[src/rtl/seg_pkg.sv]
// Shared constants for the seven-segment display path: bit positions and the
// active-high hex glyph table (index = nibble value).
package seg_pkg;

  localparam int SEG_A  = 0;
  localparam int SEG_B  = 1;
  localparam int SEG_C  = 2;
  localparam int SEG_D  = 3;
  localparam int SEG_E  = 4;
  localparam int SEG_F  = 5;
  localparam int SEG_G  = 6;
  localparam int SEG_DP = 7;

  localparam logic [7:0] SEG_OFF = 8'h00;

  // Entry 15 first: packed arrays list the highest index on the left.
  localparam logic [15:0][6:0] HEX_TAB = {
    7'h71, 7'h79, 7'h5E, 7'h39, 7'h7C, 7'h77, 7'h6F, 7'h7F,
    7'h07, 7'h7D, 7'h6D, 7'h66, 7'h4F, 7'h5B, 7'h06, 7'h3F
  };

endpackage

[src/rtl/seg_hex_dec.sv]
// Hex nibble to active-high a..g segment pattern.
module seg_hex_dec
  import seg_pkg::*;
(
  input  logic [3:0] nib,
  output logic [6:0] pat
);

  assign pat = HEX_TAB[nib];

endmodule

[src/rtl/seg_scan_drv.sv]
// Time-multiplexed seven-segment driver: one digit per scan_clk rising edge,
// frame-coherent snapshot of the inputs, leading-zero suppression and blanking.
module seg_scan_drv
  import seg_pkg::*;
#(
  parameter int NUM_DIG     = 8,
  parameter bit SEG_ACT_LOW = 1'b1,
  parameter bit DIG_ACT_LOW = 1'b1
) (
  input  logic                 clk,
  input  logic                 rst_n,
  input  logic                 scan_clk,
  input  logic [4*NUM_DIG-1:0] data,
  input  logic [NUM_DIG-1:0]   dp,
  input  logic [NUM_DIG-1:0]   blank,
  input  logic                 lz_en,
  output logic [7:0]           seg,
  output logic [NUM_DIG-1:0]   dig_sel,
  output logic                 frame_done
);

  localparam int               IW        = $clog2(NUM_DIG);
  localparam logic [IW-1:0]    IDX_LAST  = IW'(NUM_DIG - 1);
  localparam logic [7:0]       SEG_INACT = SEG_ACT_LOW ? 8'hFF : 8'h00;
  localparam logic [NUM_DIG-1:0] DIG_INACT = DIG_ACT_LOW ? {NUM_DIG{1'b1}} : {NUM_DIG{1'b0}};

  logic s1, s2, s3;
  logic sync_vld, armed;
  logic step;

  // armed only after a genuine low has been sampled post-reset, so releasing
  // reset while scan_clk is high cannot masquerade as a rising edge.
  always_ff @(posedge clk or negedge rst_n) begin
    if (!rst_n) begin
      s1       <= 1'b0;
      s2       <= 1'b0;
      s3       <= 1'b0;
      sync_vld <= 1'b0;
      armed    <= 1'b0;
    end else begin
      s1       <= scan_clk;
      s2       <= s1;
      s3       <= s2;
      sync_vld <= 1'b1;
      armed    <= armed | (sync_vld & ~s1);
    end
  end

  assign step = s2 & ~s3 & armed;

  logic [IW-1:0]        idx, idx_nxt;
  logic                 wrap;
  logic [4*NUM_DIG-1:0] sh_data, src_data;
  logic [NUM_DIG-1:0]   sh_dp, sh_blank, src_dp, src_blank;
  logic                 sh_lz, src_lz;

  assign wrap    = (idx == IDX_LAST);
  assign idx_nxt = wrap ? '0 : idx + 1'b1;

  // Digit 0 is emitted on the wrap edge itself, so it reads the live inputs.
  assign src_data  = wrap ? data  : sh_data;
  assign src_dp    = wrap ? dp    : sh_dp;
  assign src_blank = wrap ? blank : sh_blank;
  assign src_lz    = wrap ? lz_en : sh_lz;

  logic [NUM_DIG-1:0] lead_zero;
  logic               seen_nz;

  always_comb begin
    lead_zero = '0;
    seen_nz   = 1'b0;
    for (int d = NUM_DIG - 1; d >= 0; d--) begin
      seen_nz      = seen_nz | (|src_data[4*d +: 4]);
      lead_zero[d] = ~seen_nz;
    end
  end

  logic [3:0]         nib_sel;
  logic [6:0]         glyph;
  logic               suppress;
  logic [7:0]         pat_hi, seg_nxt;
  logic [NUM_DIG-1:0] dig_oh;

  assign nib_sel = src_data[{idx_nxt, 2'b00} +: 4];

  seg_hex_dec u_dec (
    .nib (nib_sel),
    .pat (glyph)
  );

  assign suppress = src_lz & lead_zero[idx_nxt] & (idx_nxt != '0);

  always_comb begin
    pat_hi                = SEG_OFF;
    pat_hi[SEG_G:SEG_A]   = suppress ? 7'h00 : glyph;
    pat_hi[SEG_DP]        = src_dp[idx_nxt];
    if (src_blank[idx_nxt]) pat_hi = SEG_OFF;
  end

  assign seg_nxt = SEG_ACT_LOW ? ~pat_hi : pat_hi;
  assign dig_oh  = NUM_DIG'(1) << idx_nxt;

  always_ff @(posedge clk or negedge rst_n) begin
    if (!rst_n) begin
      idx        <= IDX_LAST;
      sh_data    <= '0;
      sh_dp      <= '0;
      sh_blank   <= '0;
      sh_lz      <= 1'b0;
      seg        <= SEG_INACT;
      dig_sel    <= DIG_INACT;
      frame_done <= 1'b0;
    end else begin
      frame_done <= step & wrap;
      if (step) begin
        idx     <= idx_nxt;
        seg     <= seg_nxt;
        dig_sel <= DIG_ACT_LOW ? ~dig_oh : dig_oh;
        if (wrap) begin
          sh_data  <= data;
          sh_dp    <= dp;
          sh_blank <= blank;
          sh_lz    <= lz_en;
        end
      end
    end
  end

endmodule

[config.mk]
export PLATFORM = sky130hd
export DESIGN_NAME = seg_scan_drv
export DESIGN_NICKNAME = d
export VERILOG_FILES = /design/src/rtl/seg_pkg.sv /design/src/rtl/seg_hex_dec.sv /design/src/rtl/seg_scan_drv.sv
export SDC_FILE = /design/constraint.sdc
export NUM_CORES = 1
export LEC_CHECK = 0
export CAP_MARGIN = 25
export CORE_MARGIN = 1.5
export CORE_UTILIZATION = 35
export CTS_BUF_LIST = sky130_fd_sc_hd__clkbuf_16
export DETAILED_ROUTE_END_ITERATION = 16
export PLACE_DENSITY = 0.57
export SLEW_MARGIN = 20
export SYNTH_ARGS = -nofsm -noshare
export SYNTH_HDL_FRONTEND = slang
export SYNTH_SLANG_ARGS = --single-unit
[constraint.sdc]
create_clock -name clk -period 4.7 [get_ports clk]
set_clock_uncertainty 0.1 [all_clocks]
set_input_delay 1.41 -clock clk [delete_from_list [all_inputs] [get_ports clk]]
set_output_delay 1.41 -clock clk [all_outputs]
set_load 0.02 [all_outputs]
# Word level (Yosys, flattened, before mapping)
# Memories as Yosys holds them, arrays and structs flattened.
# Index checks and enable logic that the tools add are counted.
[word_totals]
ff_bits = 74
romBits = 112
in_bits = 52
output_inout_bits = 17
memories = 1
[classes]
n_addsub = 1
n_lt_le_gt_ge = 2
eq_ne = 1
n_shift = 2
mux = 14
bitwise = 26
reduce_logical = 9
[memory_table]
columns = ["name", "depth", "word_bits", "read_ports", "rd_clocked_by_memory_dff", "wr", "line_no", "source"]
rows = [
  ["(name not given)", 16, 7, 1, 0, 0, "seg_hex_dec.sv:9", "assign pat = HEX_TAB[nib];"],
]
[op_table]
columns = ["op", "n"]
rows = [
  ["$mux W32", 1],
  ["$reduce_or A4 Y1", 8],
  ["$shiftx A32 B6 Y4", 1],
  ["$mux W8", 3],
  ["$not A8 Y8", 2],
  ["$mux W7", 2],
  ["$not A1 Y1", 10],
  ["$bmux W1 S3", 3],
  ["$or A1 B1 Y1", 8],
  ["$shl A1 B3 Y8 const A", 1],
  ["$and A1 B1 Y1", 6],
  ["$lt A4 B5 Y1 const B", 1],
  ["$lt A3 B4 Y1 const B", 1],
  ["$mux W1", 4],
  ["$add A3 B1 Y3 const B", 1],
  ["$eq A3 B3 Y1 const B", 1],
  ["$mux W3", 1],
  ["$reduce_bool A3 Y1", 1],
]

# Longest topological paths before layout
# Gate-level depths: netlist (run 1).
[logic_depth]
ltp_word = 18
mapped_depth = 12
ltp_nobuf = 10

# By module
# A second synthesis (run 1) with hierarchy kept.
[unflattened]
cells_unflattened = 354
hier_area_um2 = 3998.8
[modules_own_cells]
columns = ["module", "n_inst", "cells_per_inst", "area_each_um2"]
rows = [
  ["seg_scan_drv", 1, 321, 3711.1],
  ["seg_hex_dec", 1, 33, 287.8],
]

# Worst setup path after synthesis (run 1)
# No wires, ideal clock.
[synth_timing]
path_kind = "input -> register"
startpoint = "input port data[1]"
endpoint = "register seg[0]"
setup_ps = 80
t_arrival_ps = 2655
path_slack_ps = 1865
cell_stages = 7
n_path_buf = 0
cell_sequence = "a21oi_1 -> o21ai_0 -> o22ai_1 -> inv_1 -> ha_1 -> o221a_1 -> o22a_1"
[synth_via]
elab_chain_len = 11
[synth_rtl]
columns = ["item", "line_no", "source"]
rows = [
  ["start, declared", "seg_scan_drv.sv:13", "input logic [4*NUM_DIG-1:0] data,"],
  ["$mux W32 *", "-", ""],
  ["parallel branches: the longest is 7 deep, another holds $mem_v2 Z16 W7", "-", ""],
  ["$mux W7 *", "seg_scan_drv.sv:95", "pat_hi[SEG_G:SEG_A] = suppress ? 7'h00 : glyph;"],
  ["$mux W8 *", "seg_scan_drv.sv:97", "if (src_blank[idx_nxt]) pat_hi = SEG_OFF;"],
  ["$not A8 Y8 *", "seg_scan_drv.sv:100", "assign seg_nxt = SEG_ACT_LOW ? ~pat_hi : pat_hi;"],
  ["end signal, assigned", "seg_scan_drv.sv:117", "seg <= seg_nxt;"],
  ["end, declared", "seg_scan_drv.sv:17", "output logic [7:0] seg,"],
]
# Mark *: on every way between the ends. The select of a mux whose other input is x is not followed.
# A chain may end at the register's enable or synchronous reset.

# Final worst setup path (run 1)
[layout_timing]
startpoint = "register idx[0]"
endpoint = "register seg[0]"
[layout_via]
elab_chain_len = 18
[layout_rtl]
columns = ["item", "line_no", "source"]
rows = [
  ["start, declared", "seg_scan_drv.sv:51", "logic [IW-1:0] idx, idx_nxt;"],
  ["start signal, assigned", "seg_scan_drv.sv:116", "idx <= idx_nxt;"],
  ["$eq A3 B3 Y1", "seg_scan_drv.sv:57", "assign wrap = (idx == IDX_LAST);"],
  ["$mux W32", "-", ""],
  ["$reduce_or A4 Y1", "seg_scan_drv.sv:73", "seen_nz = seen_nz | (|src_data[4*d +: 4]);"],
  ["$or A1 B1 Y1 (7 in a row)", "seg_scan_drv.sv:73", ""],
  ["$not A1 Y1", "seg_scan_drv.sv:74", "lead_zero[d] = ~seen_nz;"],
  ["$bmux W1 S3", "seg_scan_drv.sv:91", "assign suppress = src_lz & lead_zero[idx_nxt] & (idx_nxt != '0);"],
  ["$mux W1 (not written as such)", "seg_scan_drv.sv:91", ""],
  ["$and A1 B1 Y1 (2 in a row)", "seg_scan_drv.sv:91", ""],
  ["$mux W7", "seg_scan_drv.sv:95", ""],
  ["$mux W8 *", "seg_scan_drv.sv:97", ""],
  ["$not A8 Y8 *", "seg_scan_drv.sv:100", ""],
]
# Mark *: on every way between the ends. The rest lies on a longest branch, timed or not. The select of a mux whose other input is x is not followed.

==> qor.txt, run 1 <==
Syn Inst Count = 292
die area = 11170 um^2
initial antenna violation count = 0
TritonCTS clock tree = yes
HPWL after detailed placement = 5935 um
WP data required = 4.86 ns
final RePlAce weighted congestion = 0.8182
Peak Freq = 0.2874 GHz
Filler cells = 978
antenna cell count = 0
Overflow after GRT = 0
pre-CTS WS = 1.145 ns
Tot GR Track Use = 16.11%
Setup Viol. Count Final = 0
CP dominant cell by count = mux4_2
Via density = 5.016
Chip Height = 105.7 um
Crit Path Category = flop to flop
Worst-path clk slew = 0.05 ns
combined flip-flop and latch cell area = 1876 um^2
starting density of the core = 35.90%
syn_area_per_cell = 12.64 um^2
RSZ-0062 raised after global routing = no
post-synthesis sequential area ratio = 50.83%
Via Count = 2503
wire per inst = 16.68 um
TritonCTS Buffers = 9
Final Max Tran Viols = 0
status = complete, no violations
YS warnings = 0
final hold viol count = 0
crit path cell chain = ha_1, mux4_2, mux4_2, or3_1, o221a_1, o22a_1
Netlist Area Pre-Place = 3690 um^2
Inst Count DP = 483
initial drt markers = 111
Post-Route WL = 8321 um
Pre-Repair DR Iteration Count = 4
largest net degree at the start of global routing = 52
Synth Flop Type = dfrtp_1
core region area = 10280 um^2
Post-route DRC = 0
fraction of registers with async set/reset = 100.0%
Tightest Pin Transition = 1.032 ns
setup ws final = 1.221 ns
cts hold-fix bufs = 0
Post CTS Setup Buffer Count = 0
CP max stage delay = 0.89 ns
pwr/cell area = 713.8 nW/um^2
min Tclk post-route = 3.479 ns
Leak = 1.946 nW
Worst-Skew Late Latency = 0.33 ns
worst min-delay path class = flop to flop
I/O pin total = 69
EDFF count, synth = 0
# nets final = 417
CP max-delay cell = ha_1
Critical Path Fanout Max = 24
H-tree depth = 3
layout cells sized above 1 = 11.85%
CP top delay family = multiplexers
Die Wd = 105.7 um
CTS resizes = 0
Num Clock Sinks = 74
syn_nets = 351
area of the multi-input gates = 1695 um^2
first-pass GRT wire length = 13810 um
CP Buf/Inv Count = 0
TNS Setup = 0 ns
Post-DRT Antenna Nets = 0
non-filler cells, final = 499
Slew headroom = 31.18%
number of synthesized register bits = 74
clock root buffer = clkbuf_16
fin crit share = 74.03%
clk buf depth = 2
commonest non-fill, non-tap cells in the layout = clkdlybuf4s50_1, dfrtp_1, mux2_1
leading cell type in the layout, fill and taps excluded = clkdlybuf4s50_1
number of global-route vias before repair = 2640
Netlist cell types = 47
area grow syn2layout = 28.72%
row cnt = 37
Worst VDD drop = 297.9 uV
# port buffers = 68
Max-Cap Viols = 0
CP startpoint kind = flop
CP Capture Type = flop
CP arrival = 3.64 ns
## cell type report
cell class,instances,share of cell area [%]
well taps,136,3.583
clock buffers,9,4.742
multi-input cells,191,35.70
inverters,8,0.6322
flip-flops and latches,74,39.49
clock inverters,7,0.6322
repair buffers,74,15.23
## state kept, by name, indices dropped and copies added (netlist names)
register	cells
frame_done	1
sh_data	32
idx	3
sh_dp	8
s2	1
armed	1
seg	8
sh_blank	8
s3	1
s1	1
dig_sel	8
sync_vld	1
sh_lz	1
## worst reg2reg max path: stages, from the launching register on
cell and delay, ns:
dfstp_2 0.72, ha_1 0.89, mux4_2 0.43, mux4_2 0.62, or3_1 0.39, o221a_1 0.12
o22a_1 0.15
## metal layers
layer	up-vias	wire, um	GRT usage [%]	part of all wire (%)
met1	1224	4120	21.98	50
met4	0	138	6.274	1.7
met3	11	334	4.205	4.0
met5	-	0	0	0
met2	57	3728	24.44	45
li1	1211	-	-	-
## Yosys cell counts (2+ instances only)
master / n / area share [%]
a21oi_1: 6 / 0.81
o22a_1: 7 / 1.7
nor3_1: 3 / 0.41
ha_1: 7 / 2.4
o22ai_1: 3 / 0.51
a31oi_1: 4 / 0.68
mux2i_1: 18 / 4.9
nand2b_1: 4 / 0.68
clkbuf_1: 7 / 0.71
mux4_1: 5 / 3.6
mux4_2: 4 / 2.4
or4_1: 3 / 0.61
a21o_1: 2 / 0.41
o211ai_1: 3 / 0.61
nor2_1: 14 / 1.4
nand2_1: 22 / 2.2
inv_1: 6 / 0.61
dfrtp_1: 55 / 37
nand3b_1: 4 / 0.81
buf_6: 2 / 0.61
dfstp_2: 19 / 14
nor4_1: 4 / 0.68
o21ai_1: 7 / 0.95
o32a_1: 2 / 0.54
nor2b_1: 2 / 0.34
buf_1: 6 / 0.61
buf_2: 4 / 0.54
mux2_1: 49 / 15
o2bb2ai_1: 2 / 0.47
## final timing paths
check                                   start                    to  slack (ns)  depth (start not counted)
min in group asynchronous               rst_n  sh_dp[5]$_DFFE_PN0P_        1.00                          1
setup reg to reg           idx[0]$_DFFE_PN1P_    seg[0]$_DFFE_PN1P_        1.22                          6
hold / removal                   s1$_DFF_PN0_          s2$_DFF_PN0_        0.29                          0
hold reg to reg                  s1$_DFF_PN0_          s2$_DFF_PN0_        0.29                          0
max in group asynchronous               rst_n    seg[5]$_DFFE_PN1P_        2.75                          2
setup / recovery           idx[0]$_DFFE_PN1P_    seg[0]$_DFFE_PN1P_        1.22                          6
## power by group
group	leakage [nW]	internal (mW)	switching, mW
sequential	0.840	0.967	0.205
combinational	0.978	0.807	0.820
clock	0.128	0.345	0.245
total	1.95	2.12	1.27
## through the flow
stage | power [mW] | utilization, % | hold slack [ns] | instance area, um^2
3_5_place_dp | 2.807 | 43.73 | 0.2769 | 4494
2_1_floorplan | 2.348 | - | 0.2537 | 3690
3_3_place_gp | 2.771 | 43.71 | 0.2752 | 4492
4_1_cts | 3.419 | 46.21 | 0.2960 | 4750
6_report | 3.390 | 46.21 | 0.2927 | 4750
5_1_grt | 3.632 | 46.21 | 0.3079 | 4750
## cell families (layout without fill, tap and decap cells)
family          count (synthesis)  in the layout  synth area share (%)
mux                            76             76                 25.84
fa+ha+maj                       7              7                 2.374
simple gates                   61             61                 8.172
buf+inv                        27             98                 3.289
compound gates                 45             45                 9.156
xor+xnor                        1              1                0.2374
other cells                     1              1                0.1016
flops                          74             74                 50.83
Note: power is estimated with default switching activity, not from simulation.
==> run 2, diff against run 1 <==
--- a/config.mk
+++ b/config.mk
@@ -10,7 +10,7 @@
 export CORE_UTILIZATION = 35
 export CTS_BUF_LIST = sky130_fd_sc_hd__clkbuf_16
 export DETAILED_ROUTE_END_ITERATION = 16
-export PLACE_DENSITY = 0.57
+export PLACE_DENSITY = 0.59
 export SLEW_MARGIN = 20
 export SYNTH_ARGS = -nofsm -noshare
 export SYNTH_HDL_FRONTEND = slang
==> constraint.sdc (replaced) <==
create_clock -name clk -period 3.1 [get_ports clk]
set_clock_uncertainty 0.1 [all_clocks]
set_input_delay 0.93 -clock clk [delete_from_list [all_inputs] [get_ports clk]]
set_output_delay 0.93 -clock clk [all_outputs]
set_load 0.02 [all_outputs]
==> run 2 against run 1 <==
  * Highest routed layer unchanged
  * Power rose by 59%
  * Sequential share of layout area fell by 1.1 points
  * Flip-flop and latch count did not move
  * Combinational power rose by 58%
  * Die area did not move
  * Register-to-register slack got worse by 0.88 ns
  * First-iteration DRC count rose by 8.1%
  * Critical path depth did not move
  * Worst hold slack improved by 0.010 ns
  * Final area rose by 2.9%
==> qor.txt, run 2 (synthesized netlist as in run 1, its figures left out) <==
clk buf depth = 2 (unchanged)
CTS resizes = 0 (unchanged)
CP Capture Type = flop (unchanged)
first-pass GRT wire length = 13490 um (was 13810 um)
CP Buf/Inv Count = 1 (was 0)
initial antenna violation count = 0 (unchanged)
core region area = 10280 um^2 (unchanged)
Critical Path Fanout Max = 12 (was 24)
row cnt = 37 (unchanged)
cts hold-fix bufs = 0 (unchanged)
wire per inst = 15.95 um (was 16.68 um)
RSZ-0062 raised after global routing = no (unchanged)
CP top delay family = multiplexers (unchanged)
# port buffers = 68 (unchanged)
Tot GR Track Use = 15.52% (was 16.11%)
fin crit share = 88.95% (was 74.03%)
Largest register FFs = 32 (unchanged)
Placed Area = 4569 um^2 (was 4494 um^2)
Final Max Tran Viols = 0 (unchanged)
Design Area, Final = 4887 um^2 (was 4750 um^2)
leading cell type in the layout, fill and taps excluded = clkdlybuf4s50_1 (unchanged)
TNS Setup = 0 ns (unchanged)
clock root buffer = clkbuf_16 (unchanged)
Filler cells = 976 (was 978)
largest net degree at the start of global routing = 75 (was 52)
final hold viol count = 0 (unchanged)
area of the multi-input gates = 1700 um^2 (was 1695 um^2)
Worst-Skew Late Latency = 0.33 ns (about the same)
commonest non-fill, non-tap cells in the layout = clkdlybuf4s50_1, dfrtp_1, mux2_1 (unchanged)
crit path cell chain = buf_4, mux4_1, mux4_2, or3_1, o221a_1, o22a_1 (was ha_1, mux4_2, mux4_2, or3_1, o221a_1, o22a_1)
Peak Freq = 0.3627 GHz (was 0.2874 GHz)
TritonCTS Buffers = 9 (unchanged)
Crit Path Category = flop to flop (unchanged)
Via density = 5.075 (was 5.016)
TritonCTS clock tree = yes (unchanged)
final RePlAce weighted congestion = 0.8502 (was 0.8182)
Pre-Repair DR Iteration Count = 4 (unchanged)
starting density of the core = 35.90% (unchanged)
status = complete, no violations (unchanged)
antenna cell count = 0 (unchanged)
CP arrival = 2.91 ns (was 3.64 ns)
Post-route DRC = 0 (unchanged)
number of global-route vias before repair = 2641 (was 2640)
setup ws final = 0.3426 ns (was 1.221 ns)
total chip power = 5.397 mW (was 3.390 mW)
Num Clock Sinks = 74 (unchanged)
combined flip-flop and latch cell area = 1876 um^2 (unchanged)
H-tree depth = 3 (unchanged)
Post CTS Setup Buffer Count = 0 (unchanged)
Post-DRT Antenna Nets = 0 (unchanged)
Via Count = 2568 (was 2503)
Setup Viol. Count Final = 0 (unchanged)
area grow syn2layout = 32.45% (was 28.72%)
layout cells sized above 1 = 14.86% (was 11.85%)
Worst-path clk slew = 0.06 ns (was 0.05 ns)
Leak = 2.017 nW (was 1.946 nW)
WP data required = 3.25 ns (was 4.86 ns)
die area = 11170 um^2 (unchanged)
CP max-delay cell = mux4_2 (was ha_1)
pre-CTS WS = 0.1493 ns (was 1.145 ns)
HPWL after detailed placement = 5923 um (was 5935 um)
initial drt markers = 120 (was 111)
Die Wd = 105.7 um (unchanged)
Top reg by flops = sh_data (unchanged)
min Tclk post-route = 2.757 ns (was 3.479 ns)
Max-Cap Viols = 0 (unchanged)
pwr/cell area = 1104 nW/um^2 (was 713.8 nW/um^2)
Post-Route WL = 8072 um (was 8321 um)
CP startpoint kind = flop (unchanged)
flop2flop setup slack = 0.34 ns (was 1.22 ns)
I/O pin total = 69 (unchanged)
Overflow after GRT = 0 (unchanged)
worst min-delay path class = flop to flop (unchanged)
Worst VDD drop = 439.1 uV (was 297.9 uV)
# nets final = 424 (was 417)
CP max stage delay = 0.60 ns (was 0.89 ns)
Chip Height = 105.7 um (unchanged)
run 2: changes by cell type in the layout (fill, tap and decap cells not counted), sizes merged:
cell    previous run  this run
buf                7        14
bufinv             0         2
clkinv             5         3
run 2: power breakdown:
part	internal (mW)	switching [mW]	total (mW)
logic	1.31	1.27	2.58
registers	1.46	0.268	1.73
clock network	0.697	0.386	1.08
run 2: metrics by stage:
step           instances  util [%]  hold slack, ns
5_1_grt              506     47.55          0.3119
3_3_place_gp         490     44.46          0.2773
3_5_place_dp         490     44.46          0.2882
6_report             506     47.55          0.3031
2_1_floorplan        292         -          0.2537
4_1_cts              506     47.50          0.3027
run 2: path summary, 6_finish.rpt:
check / endpoint / cells past startpoint / start
worst max register to register: seg[0]$_DFFE_PN1P_ / 6 / idx[0]$_DFFE_PN1P_
worst min register to register: s3$_DFF_PN0_ / 0 / s2$_DFF_PN0_
worst min-delay path: s3$_DFF_PN0_ / 0 / s2$_DFF_PN0_
max in group asynchronous: seg[6]$_DFFE_PN1P_ / 2 / rst_n
min in group asynchronous: sh_dp[3]$_DFFE_PN0P_ / 2 / rst_n
worst max-delay path: seg[0]$_DFFE_PN1P_ / 6 / idx[0]$_DFFE_PN1P_
run 2: per-layer routing:
metal / vias to the layer above / share of wire [%] / global-route usage [%]
met2: 57 / 47 / 24.95
li1: 1225 / - / -
met5: - / 0 / 0
met3: 11 / 3.4 / 3.463
met1: 1275 / 49 / 20.93
met4: 0 / 1.4 / 4.633
run 2: final cells by class:
type | instances | share of cell area, %
clock buffer | 9 | 4.608
clock inverter | 7 | 1.792
inverter | 8 | 0.6144
multi-input combinational | 191 | 34.79
sequential | 74 | 38.38
tap | 136 | 3.482
timing repair buffer | 81 | 16.33
run 2: worst reg2reg max path: stages (launching register included):
cell and delay [ns]:
dfstp_2 0.53, buf_4 0.21, mux4_1 0.59, mux4_2 0.60, or3_1 0.38, o221a_1 0.12
o22a_1 0.15
